[config.mk]
export PLATFORM = sky130hd
export DESIGN_NAME = instruction_fetch_unit
export DESIGN_NICKNAME = d
export VERILOG_FILES = /design/src/rtl/instruction_fetch_unit.sv
export SDC_FILE = /design/constraint.sdc
export NUM_CORES = 1
export LEC_CHECK = 0
export ABC_AREA = 1
export CAP_MARGIN = 20
export CORE_UTILIZATION = 54
export CTS_CLUSTER_SIZE = 30
export DETAILED_ROUTE_END_ITERATION = 7
export PLACE_DENSITY = 0.91
export SYNTH_ARGS = -nofsm -noshare
export SYNTH_HDL_FRONTEND = slang
export SYNTH_SLANG_ARGS = --single-unit
[constraint.sdc]
create_clock -name i_clk -period 2 [get_ports i_clk]
set_input_delay 0.2 -clock i_clk [delete_from_list [all_inputs] [get_ports i_clk]]
set_output_delay 0.2 -clock i_clk [all_outputs]
set_load 0.005 [all_outputs]
[src/rtl/instruction_fetch_unit.sv]
// instruction_fetch_unit: PC, busywait fetch handshake and IF/ID register with stall skid buffer and redirect discard
module instruction_fetch_unit #(
    parameter logic [31:0] RESET_PC  = 32'h0000_0000,
    parameter logic [31:0] NOP_INSTR = 32'h0000_0013
) (
    input  logic        i_clk,
    input  logic        i_reset,
    input  logic        i_stall,
    input  logic        i_branch_taken,
    input  logic [31:0] i_branch_target,
    output logic [31:0] o_imem_addr,
    output logic        o_imem_read,
    input  logic [31:0] i_imem_readdata,
    input  logic        i_imem_busywait,
    output logic [31:0] o_pc_out,
    output logic [31:0] o_pc_plus4_out,
    output logic [31:0] o_instruction,
    output logic        o_instr_valid
);
    typedef enum logic [1:0] {FETCH, HOLD, DISCARD} state_t;
    state_t      r_state, w_state;
    logic [31:0] r_pc, w_pc, r_buf_instr, w_buf_instr, r_buf_pc, w_buf_pc, r_pending, w_pending;
    logic [31:0] r_pc_out, w_pc_out, r_pc4_out, w_pc4_out, r_instr, w_instr;
    logic        r_valid, w_valid;
    logic [31:0] w_target, w_pc4;
    logic        w_done;
    assign w_target = {i_branch_target[31:2], 2'b00};
    assign w_pc4    = r_pc + 32'd4;
    assign w_done   = !i_imem_busywait;
    always_comb begin
        w_state     = r_state;
        w_pc        = r_pc;
        w_buf_instr = r_buf_instr;
        w_buf_pc    = r_buf_pc;
        w_pending   = r_pending;
        w_pc_out    = r_pc_out;
        w_pc4_out   = r_pc4_out;
        w_instr     = r_instr;
        w_valid     = r_valid;
        case (r_state)
            FETCH: begin
                if (i_branch_taken) begin
                    w_instr = NOP_INSTR;
                    w_valid = 1'b0;
                    if (w_done) w_pc = w_target;
                    else begin
                        w_pending = w_target;
                        w_state   = DISCARD;
                    end
                end else if (i_stall) begin
                    if (w_done) begin
                        w_buf_instr = i_imem_readdata;
                        w_buf_pc    = r_pc;
                        w_pc        = w_pc4;
                        w_state     = HOLD;
                    end
                end else if (w_done) begin
                    w_pc_out  = r_pc;
                    w_pc4_out = w_pc4;
                    w_instr   = i_imem_readdata;
                    w_valid   = 1'b1;
                    w_pc      = w_pc4;
                end else begin
                    w_instr = NOP_INSTR;
                    w_valid = 1'b0;
                end
            end
            HOLD: begin
                if (i_branch_taken) begin
                    w_pc    = w_target;
                    w_instr = NOP_INSTR;
                    w_valid = 1'b0;
                    w_state = FETCH;
                end else if (!i_stall) begin
                    w_pc_out  = r_buf_pc;
                    w_pc4_out = r_buf_pc + 32'd4;
                    w_instr   = r_buf_instr;
                    w_valid   = 1'b1;
                    w_state   = FETCH;
                end
            end
            DISCARD: begin
                // The returned word belongs to the abandoned path; the newest redirect wins.
                if (i_branch_taken) w_pending = w_target;
                if (w_done) begin
                    w_pc    = i_branch_taken ? w_target : r_pending;
                    w_state = FETCH;
                end
            end
            default: w_state = FETCH;
        endcase
    end
    always_ff @(posedge i_clk) begin
        if (i_reset) begin
            r_state     <= FETCH;
            r_pc        <= RESET_PC;
            r_buf_instr <= '0;
            r_buf_pc    <= '0;
            r_pending   <= '0;
            r_pc_out    <= RESET_PC;
            r_pc4_out   <= RESET_PC + 32'd4;
            r_instr     <= NOP_INSTR;
            r_valid     <= 1'b0;
        end else begin
            r_state     <= w_state;
            r_pc        <= w_pc;
            r_buf_instr <= w_buf_instr;
            r_buf_pc    <= w_buf_pc;
            r_pending   <= w_pending;
            r_pc_out    <= w_pc_out;
            r_pc4_out   <= w_pc4_out;
            r_instr     <= w_instr;
            r_valid     <= w_valid;
        end
    end
    assign o_imem_addr    = r_pc;
    assign o_imem_read    = (r_state != HOLD);
    assign o_pc_out       = r_pc_out;
    assign o_pc_plus4_out = r_pc4_out;
    assign o_instruction  = r_instr;
    assign o_instr_valid  = r_valid;
endmodule

==> metrics.txt <==
P per Cell Area=1080 nW/µm²; Tcrit/Tclk final=106%; CTS H-tree lvls=1; largest net degree at the start of global routing=89; clock latency at the later pin of the worst-skew pair=approximately 520 ps; Nets=1984; TritonCTS Sinks=225; Final Total Pwr=approximately 0.016 W; Ys Warns=0; Crit Path Max Fanout=32; clock share of power=29.4%; dpl cells=about 2100; RSZ-0062 raised after global routing=yes; MaxCap Viol Count=0; sequential share of power=35.6%; Final setup viols=6; most common cell after layout, fill and taps aside=nand2_1; met1 Track Usage GR=between 40 and 50%; Residual DRC=0; final max-slew violation count=0; row count=52; first-pass GRT wire length=roughly 61 mm; final cell count without fillers=roughly 2200; sequential fraction of the synthesis area=between 30 and 40%; I/O Pins=a little under 200; starting density of the core=55.6%; Routed Wire Length=41.3 mm; fin worst setup slack=-127 ps; Seq cells post-synth=225; syn_nets=between 1500 and 2000; Final min period=2130 ps; TritonRoute pass-1 iters=7; ys flop type=dfxtp_1; switching power total=approximately 0.0057 W; Int Power=0.0106 W; worst vdd ir=653 µV; pre-CTS WS=a little under 80 ps; Slew @ Worst Pin=565 ps; syn_area_per_cell=6.62 µm²; gp weighted congestion=between 0.9 and 1; CP required=2410 ps; Worst setup SP type=flop; number of diodes=0; TritonCTS clock tree=done; most used cell, CP=buf_4; hold_sp=i_branch_taken; number of flops mapped to enable cells by yosys=0; sw frac=roughly a third; Post-DP HPWL=25.8 mm; Critical R2R Launch=r_state[0]; area delta synth->final=32.6%; Setup TNS Final=-174 ps; post-layout utilization of the core=73.8%; post-synthesis cell area=11400 µm²; hold crit path type=primary input to flop; headroom to the max-slew limit=between 60 and 70%; CP max stage cell=dfxtp_4; Leak Pwr=a little over 6 nW; Crit path largest cell delay=360 ps; total grt overflow=0; wire per inst=roughly 19 µm; DIE AREA=21700 µm²; initial antenna violation count=0; met3 usage in global routing=6.30%; via/cell ratio=6.12; CP Class=flop to flop; total CTS buffers=24; Crit path arrival time=2540 ps; cell count after synthesis=1723; die span in y=147 µm; Max Fclk=0.470 GHz; root buffer cell=clkbuf_16; combinational share of power=about a third; failing checks=negative setup slack; Post-synth ARST share=0%; GRT Total Usage=between 30% and 40%; Worst Setup SP=r_state[0]; area of the core=20500 µm²; Port Buf Inserts=196; layout cell share with drive strength beyond 1=9.35%; number of global-route vias before repair=11800; Iter 0 DRT Violations=between 2000 and 2500; register clock-pin slew on the reported worst setup and hold paths=around 70 ps; ANT nets after route=0; Netlist cell types=42; outcome=complete, but fails checks; CP endpoint kind=flop; Final Hold Viols=0; Worst Skew=12.0 ps; most frequent cells in the layout=nand2_1 (419), a21oi_1 (279), dfxtp_1 (220); met2 usage=55.4%; global route hottest layer=met2; critical-path cell list=inv_1 -> ha_2 -> nand2_1 -> buf_4 -> nor2_4 -> buf_4 -> o21ai_0 -> nor2_1; vias=13400; chip width=147 µm; clk buf depth=3
## worst max-delay path: cells and delay by family (launching register included)
kind / cells / cell delay [ps]
compound gates: 1 / 190
flops: 1 / 360
buf+inv: 3 / 630
fa+ha+maj: 1 / 250
simple gates: 3 / 570
## sequential cells by signal, indices dropped and copies added, names as in the netlist
| signal | flops |
|---|---|
| o_imem_addr | 32 |
| o_instruction | 32 |
| o_pc_out | 32 |
| r_buf_instr | 32 |
| r_buf_pc | 32 |
| r_pending | 32 |
| o_pc_plus4_out | 30 |
| r_state | 2 |
| o_instr_valid | 1 |
## cell usage after synthesis, drive strengths merged, types with 5 or more instances
master / n / area, µm²
nand2: 425 / 1600
a21oi: 284 / 1430
o21ai: 232 / 1160
dfxtp: 225 / 4500
nor2: 194 / 790
clkbuf: 79 / 299
inv: 70 / 263
nand3: 67 / 335
buf: 40 / 220
a31oi: 27 / 169
xor2: 14 / 130
nor3: 10 / 61.3
o211ai: 9 / 67.6
or2: 9 / 56.3
nand3b: 7 / 52.6
ha: 5 / 62.6
nand4: 5 / 31.3
## power groups by stage
stage	sequential [W]	clock (W)	combinational (W)
after floorplan	0.00580	0	0.00254
after global placement	0.00580	0	0.00496
after detailed placement	0.00583	0	0.00508
after CTS	0.00575	0.00476	0.00519
after global routing	0.00586	0.00495	0.00607
final	0.00580	0.00479	0.00569
## timing repair
action	CTS	global route
cloned	1	7
hold buffers	0	0
pin swaps	0	3
buffers inserted	1	13
resized for setup	8	31
setup endpoints to repair	1	89
## path summary, 6_finish.rpt
kind	cells after the start	slack, ps	endpoint
hold / removal	4	200	o_instr_valid
setup / recovery	8	-130	r_buf_instr[0]
setup reg to reg	8	-130	r_buf_instr[0]
hold reg to reg	2	470	r_pending[0]
## layer usage
metal / share of wire [%] / vias up
li1: - / 6135
met1: 38 / 6142
met2: 46 / 966
met3: 11 / 188
met4: 5.0 / 0
met5: 0 / -
## stage by stage
step / area [µm²] / hold slack (ps)
3_5_place_dp: 13800 / 458
3_3_place_gp: 13800 / 450
2_1_floorplan: 11400 / 335
6_report: 15100 / 204
4_1_cts: 14800 / 164
5_1_grt: 15100 / 237
## cell families after synthesis
kind of cell             synth area share, %
flip-flops                              39.5
AND/OR/NAND/NOR                         26.1
XOR/XNOR                                1.45
buffers and inverters                   6.92
adder cells (fa/ha/maj)                0.549
AO/OA/AOI/OAI                           25.5
## final cells by class
type / instances / area, µm²
tap: 270 / 338
sequential: 225 / 4510
fill: 1449 / 5380
timing repair buffer: 280 / 2960
clock inverter: 8 / 121
multi-input combinational: 1307 / 6190
inverter: 72 / 275
clock buffer: 34 / 719
No activity file was read; power rests on OpenSTA's default activity.
